<file path="config.mk">
export PLATFORM = sky130hd
export DESIGN_NAME = uart_tx_serializer
export DESIGN_NICKNAME = d
export VERILOG_FILES = /design/src/rtl/uart_tx_serializer.sv
export SDC_FILE = /design/constraint.sdc
export NUM_CORES = 1
export LEC_CHECK = 0
export CORE_MARGIN = 2
export CORE_UTILIZATION = 55
export DETAILED_ROUTE_END_ITERATION = 12
export PLACE_DENSITY = 0.79
export SLEW_MARGIN = 40
export SYNTH_ARGS = -nofsm -noshare
export SYNTH_HDL_FRONTEND = slang
export SYNTH_SLANG_ARGS = --single-unit
export TNS_END_PERCENT = 1
</file>
<file path="constraint.sdc">
create_clock -name clk -period 2.8 [get_ports clk]
set_input_delay 0.42 -clock clk [delete_from_list [all_inputs] [get_ports clk]]
set_output_delay 0.42 -clock clk [all_outputs]
set_load 0.02 [all_outputs]
</file>
<file path="src/rtl/uart_tx_serializer.sv">
// uart_tx_serializer: baudtick-paced start/data/stop serializer with a 1-deep holding register.
// Define UART_TX_PARITY_EN to insert an even parity bit after the data bits.
module uart_tx_serializer #(
  parameter int DATABITS = 8,
  parameter int STOPBITS = 1
) (
  input  logic                clk,
  input  logic                rst_n,
  input  logic                baudtick,
  input  logic [DATABITS-1:0] tx_data,
  input  logic                tx_valid,
  output logic                tx_ready,
  output logic                tx_busy,
  output logic                txd
);

  typedef enum logic [2:0] {
    IDLE   = 3'd0,
    START  = 3'd1,
    DATA   = 3'd2,
`ifdef UART_TX_PARITY_EN
    PARITY = 3'd3,
`endif
    STOP   = 3'd4
  } state_t;

  localparam logic [2:0] LAST_BIT  = 3'(DATABITS - 1);
  localparam logic [2:0] LAST_STOP = 3'(STOPBITS - 1);

  state_t              state, state_n;
  logic [DATABITS-1:0] hold, hold_n;
  logic [DATABITS-1:0] shift, shift_n;
  logic                full, full_n;
  logic [2:0]          cnt, cnt_n;
  logic                txd_n;
  logic                busy_n;
  logic                accept;
`ifdef UART_TX_PARITY_EN
  logic                par, par_n;
`endif

  assign tx_ready = ~full;
  assign accept   = tx_valid & ~full;

  always_ff @(posedge clk or negedge rst_n) begin
    if (!rst_n) begin
      state   <= IDLE;
      hold    <= '0;
      shift   <= '0;
      full    <= 1'b0;
      cnt     <= '0;
      txd     <= 1'b1;
      tx_busy <= 1'b0;
`ifdef UART_TX_PARITY_EN
      par     <= 1'b0;
`endif
    end else begin
      state   <= state_n;
      hold    <= hold_n;
      shift   <= shift_n;
      full    <= full_n;
      cnt     <= cnt_n;
      txd     <= txd_n;
      tx_busy <= busy_n;
`ifdef UART_TX_PARITY_EN
      par     <= par_n;
`endif
    end
  end

  always_comb begin
    state_n = state;
    hold_n  = hold;
    shift_n = shift;
    full_n  = full;
    cnt_n   = cnt;
    txd_n   = txd;
`ifdef UART_TX_PARITY_EN
    par_n   = par;
`endif
    if (accept) begin
      hold_n = tx_data;
      full_n = 1'b1;
    end
    if (baudtick) begin
      unique case (state)
        IDLE: begin
          if (full) begin
            state_n = START;
            shift_n = hold;
            full_n  = 1'b0;
            cnt_n   = '0;
            txd_n   = 1'b0;
`ifdef UART_TX_PARITY_EN
            par_n   = ^hold;
`endif
          end
        end
        START: begin
          state_n = DATA;
          txd_n   = shift[0];
          cnt_n   = '0;
        end
        DATA: begin
          if (cnt == LAST_BIT) begin
            cnt_n   = '0;
`ifdef UART_TX_PARITY_EN
            state_n = PARITY;
            txd_n   = par;
`else
            state_n = STOP;
            txd_n   = 1'b1;
`endif
          end else begin
            shift_n = shift >> 1;
            txd_n   = shift[1];
            cnt_n   = cnt + 3'd1;
          end
        end
`ifdef UART_TX_PARITY_EN
        PARITY: begin
          state_n = STOP;
          txd_n   = 1'b1;
        end
`endif
        STOP: begin
          if (cnt == LAST_STOP) begin
            // a held byte starts its frame with no idle gap
            if (full) begin
              state_n = START;
              shift_n = hold;
              full_n  = 1'b0;
              cnt_n   = '0;
              txd_n   = 1'b0;
`ifdef UART_TX_PARITY_EN
              par_n   = ^hold;
`endif
            end else begin
              state_n = IDLE;
              txd_n   = 1'b1;
            end
          end else begin
            cnt_n = cnt + 3'd1;
          end
        end
        default: begin
          state_n = IDLE;
          txd_n   = 1'b1;
        end
      endcase
    end
    busy_n = (state_n != IDLE) | full_n;
  end

endmodule

</file>
### After elaboration in Yosys (flattened, before gate mapping)

Cells that the tools add are included.

| storage, ports and cells | value |
|---|---|
| register bits after elaboration | 25 |
| latch bits | 0 |
| bits in writable memories | 0 |
| ROM bits | 0 |
| bits of input ports | 12 |
| output and inout bits | 3 |
| word-level logic and storage cells | 50 |
| memories | 0 |

| cells by class | value |
|---|---|
| add/sub/neg operators | 1 |
| $mul | 0 |
| divide/modulo/power cells | 0 |
| magnitude comparators | 0 |
| equality and inequality tests | 7 |
| shifts and indexed selects | 0 |
| mux-type cells | 24 |
| bitwise operators | 3 |
| reduce and logical (&&, ||, !) cells | 8 |

Operators by type and width:

| cell | count |
|---|---|
| 8-bit 2-to-1 mux | 3 |
| 3-bit case mux with 4 select lines | 2 |
| 8-bit case mux with 3 select lines | 1 |
| 3-bit 2-to-1 mux | 7 |
| 1-bit 2-to-1 mux | 9 |
| 3-bit equality test (second input constant) | 2 |
| 3-bit logical NOT | 2 |
| 2-bit inequality test (second input constant) | 3 |
| 3-bit nonzero test | 2 |
| 1-bit case mux with 4 select lines | 1 |
| 4-bit AND reduction | 1 |
| 4-bit nonzero test | 1 |
| 3-bit by 1-bit adder with 3-bit output (second input constant) | 1 |
| 3-bit by 1-bit equality test with 1-bit output (second input constant) | 1 |
| 3-bit by 2-bit equality test with 1-bit output (second input constant) | 1 |
| 3-bit AND reduction | 1 |
| 1-bit case mux with 2 select lines | 1 |
| 2-bit AND reduction | 1 |
| 1-bit bitwise AND | 1 |
| 1-bit inverter | 1 |
| 1-bit bitwise OR | 1 |

### Depth between registers and ports, before layout

| logic depth | value |
|---|---|
| word-level depth | 8 |
| gate-level depth with buffers | 7 |

### Least setup slack after synthesis

OpenSTA, ideal clock, no wires.

| path | value |
|---|---|
| path kind | register to register |
| start point | reg cnt[0] |
| end point | reg shift[0] |
| data arrival time | 1.443 ns |
| setup slack | 1.222 ns |
| cell stages (with the launch flop) | 8 |
| clock period less this slack | 1.578 ns |
| cell sequence | dfrtp_1 ha_1 ha_1 nor3b_2 o221ai_2 buf_4 nand2_1 o21ai_0 |

| between the ends | value |
|---|---|
| cells in the longest elaborated chain, start to end | 3 |
| elaborated cells between the ends (all ways) | 5 |
| classes of those cells | eq/ne: 3; reduce/logical: 2 |

RTL lines:

| what | RTL line | source |
|---|---|---|
| start: declaration | 34 | `logic [2:0] cnt, cnt_n;` |
| start signal: assignment | 62 | `cnt <= cnt_n;` |
| 3-bit equality test or 3-bit logical NOT (tied branches) | 105, 127 |  |
| 2-bit inequality test (no line) | -- |  |
| 4-bit AND reduction (no line) * | -- |  |
| end signal: assignment | 60 | `shift <= shift_n;` |
| end: declaration | 32 | `logic [DATABITS-1:0] shift, shift_n;` |

Every way passes the cells marked *; elsewhere a longest branch is shown, timed or not.
A chain may end at the register's enable or synchronous reset.

### Worst setup path in the final report

| path | value |
|---|---|
| start point | reg full |
| end point | out tx_ready |

| between the ends | value |
|---|---|
| cells in the longest elaborated chain, start to end | 1 |

RTL lines:

| what | RTL line | source |
|---|---|---|
| start: declaration | 33 | `logic full, full_n;` |
| start signal: assignment | 61 | `full <= full_n;` |
| 1-bit inverter | 42 | `assign tx_ready = ~full;` |
| end: declaration | 12 | `output logic tx_ready,` |

Every way passes these cells.

==> impl_metrics.toml <==
[route]
vias = 899
vias_per_cell = 5.690
drt_iter0_drc = 11
drc = 0
first_pass_iters = 4
totalWireLength_mm = 2.181
wl_per_cell_um = 13.80
postRouteAntennaNets = 0
wl_met2_mm = 1.147
highest-signal-layer = "met4"
met1_length_um = 943
route.met3.wl_um = 42

[power]
vdd_drop_max_mv = 0.5078
cellLeakagePower_nw = 0.6438
p_per_area_mw_per_mm2 = 942.2

[clock_tree]
cts_root_buffer = "clkbuf_4"
hold_buffers = 0
numClockSinks = 25
post_cts_buffers = 0
cts_tree = "built"
cts_buffers = 3
clk_path_buf_depth = 2
clkLatencyLatePin_ns = 0.31
path_clk_slew_ns = 0.12
cts_resized = 0
htree_levels = 1

[worst_setup_path]
reg2reg_from = "cnt[0]"
crit_path_end_kind = "output port"
rr_worst_depth = 6
path_cells = "inv_1 > clkdlybuf4s50_1"
cp-start-kind = "register"
cp.buffers_inverters = 2
cp.arrival_ns = 1.50
cp_max_fo = 7
crit_type = "register to output port"
crit_slowest_cell = "clkdlybuf4s50_1"
rrSetupSlack_ns = 0.94
startpoint = "full"
r2r-end = "shift[3]"
cp_top_family = "buffers and inverters"
critPathMaxStageDelay_ns = 0.60
critPathRequiredTime_ns = 2.38

[cells_and_area]
nNetsFinal = 146
area_growth_pct = 12.60
fin_area_mm2 = 0.001454
n_antenna_cell = 0
drive_gt1_share_pct = 17.69

[yosys]
synth_cell_type_count = 33
synth.most_common_cell = "dfrtp_1"
synth_area_mm2 = 0.001291
yosys.area.top_type = "dfrtp_1"
ys_seq_elements = 25
yosysWarningCount = 0
syn_inst = 116
avgSynthCellArea_um2 = 11.13
synth_area_leaders = "dfrtp_1 47%, mux2_2 7.8%, mux2i_1 5.4%, o21ai_0 5.4%, nand2_1 3.2%"
synth_commonest_cells = "24 x dfrtp_1, 14 x o21ai_0, 11 x nand2_1, 9 x mux2_2"
async_reset_ff_share_pct = 100.0
ys_seq_area_share_pct = 48.55
synth_edf_count = 0
ys_dominant_reg_cell = "dfrtp_1"
synth.top_cell.area_share_pct = 46.51
syn-num-nets = 131

[sta]
fin_skew_ns = 0.003767
slew_headroom_pct = 51.79
layout_min_cycle_time_ns = 1.916
finalCritPeriodShare_pct = 68.43
setup_tns_ns = 0
setup_violations = 0
max_freq_ghz = 0.5219
hold_violations = 0
drv_slew = 0
rsz0062_at_grt = "false"
tightest_slew_ns = 0.7216

[floorplanning]
core_mm2 = 0.002212
die_y_um = 52.46
fp.dieW_um = 52.46
die-area_mm2 = 0.002752
rows = 17
pin_count = 15
start_util_pct = 58.37

[global_routing]
grt_pass1_wl_mm = 3.864
grt_pass1_vias = 920
grtUsageTotal_pct = 19.13
antenna_found_initial = 0
grt_max_degree = 26
grt-ovfl-total = 0

[placement]
gp_congestion = 0.8152
io_buffers = 14
hpwl_mm = 1.644
placed_cell_area_mm2 = 0.001428

[worst_hold_path]
hold_path_class = "primary input to asynchronous set/reset pin"

[run]
drv_cap = 0

[run_status]
outcome = "finished, final reports clean"
==> worst max-delay path by stage <==
| stage | endpoint | slack, ns | cells after the start |
|---|---|---|---|
| after global placement | hold[5] | 0.75 | 3 |
| after CTS | tx_ready | 0.88 | 2 |
| after detailed placement | hold[0] | 0.71 | 3 |
| final | tx_ready | 0.88 | 2 |
| after global routing | shift[7] | 0.79 | 5 |
| after floorplan | shift[0] | 1.22 | 7 |
==> registers in the layout, indices dropped and copies added (netlist names) <==
name and cells:
hold 8, state 3, tx_busy 1, txd 1, cnt 3, full 1, shift 8
==> per-layer routing <==
metal	vias to the layer above	global-route usage, %
met4	0	9.402
met2	14	34.38
met5	-	0
met3	6	2.857
li1	441	-
met1	438	21.87
==> cell families after synthesis <==
logic type,synth area share [%]
AO/OA/AOI/OAI,15.89
adder cells (fa/ha/maj),3.779
buffers and inverters,5.620
flip-flops,48.55
multiplexers,13.28
AND/OR/NAND/NOR,12.89
==> worst reg2reg max path: stages (launching register included) <==
cell,delay [ns]
dfrtp_1,0.43
ha_1,0.22
ha_1,0.25
nor3b_2,0.25
o221ai_2,0.31
nand2_1,0.17
o21ai_0,0.10
==> final cells by class <==
class,count,area [µm²]
clock buffers,4,26.28
fillers,179,758.2
inverters,7,26.28
multi-input cells,79,591.8
flip-flops and latches,25,626.9
well taps,28,35.03
repair buffers,15,147.6
==> where the power goes <==
part / total [mW] / internal (mW) / leakage, nW / switching, mW
combinational: 0.569 / 0.290 / 0.325 / 0.279
clock: 0.153 / 0.0556 / 0.0150 / 0.0970
sequential: 0.648 / 0.517 / 0.303 / 0.131
total: 1.37 / 0.862 / 0.644 / 0.508
==> cells in the final DEF, fill, tap and decap left out, types with 2 or more instances in the layout <==
cell / count
nor2_1: 6
nand2_1: 11
inv_1: 7
mux2_2: 9
mux2i_1: 7
dfrtp_1: 24
nor2b_1: 4
o21a_1: 2
clkbuf_4: 3
o21ai_0: 14
clkdlybuf4s50_1: 14
nand2b_1: 2
ha_1: 3
o21ai_1: 2
a31oi_1: 3
==> stage by stage <==
stage | total power, mW | setup slack [ns] | cells | hold WS [ns] | utilization (%)
final | 1.370 | 0.8839 | 158 | 0.4507 | 65.72
after detailed placement | 1.235 | 0.7108 | 154 | 0.4724 | 64.54
after floorplan | 1.109 | 1.222 | 116 | 0.1244 | -
after CTS | 1.387 | 0.8766 | 158 | 0.4541 | 65.72
after global placement | 1.204 | 0.7464 | 154 | 0.4711 | 64.54
after global routing | 1.484 | 0.7873 | 158 | 0.4699 | 65.72
No activity file was read; power rests on OpenSTA's default activity.
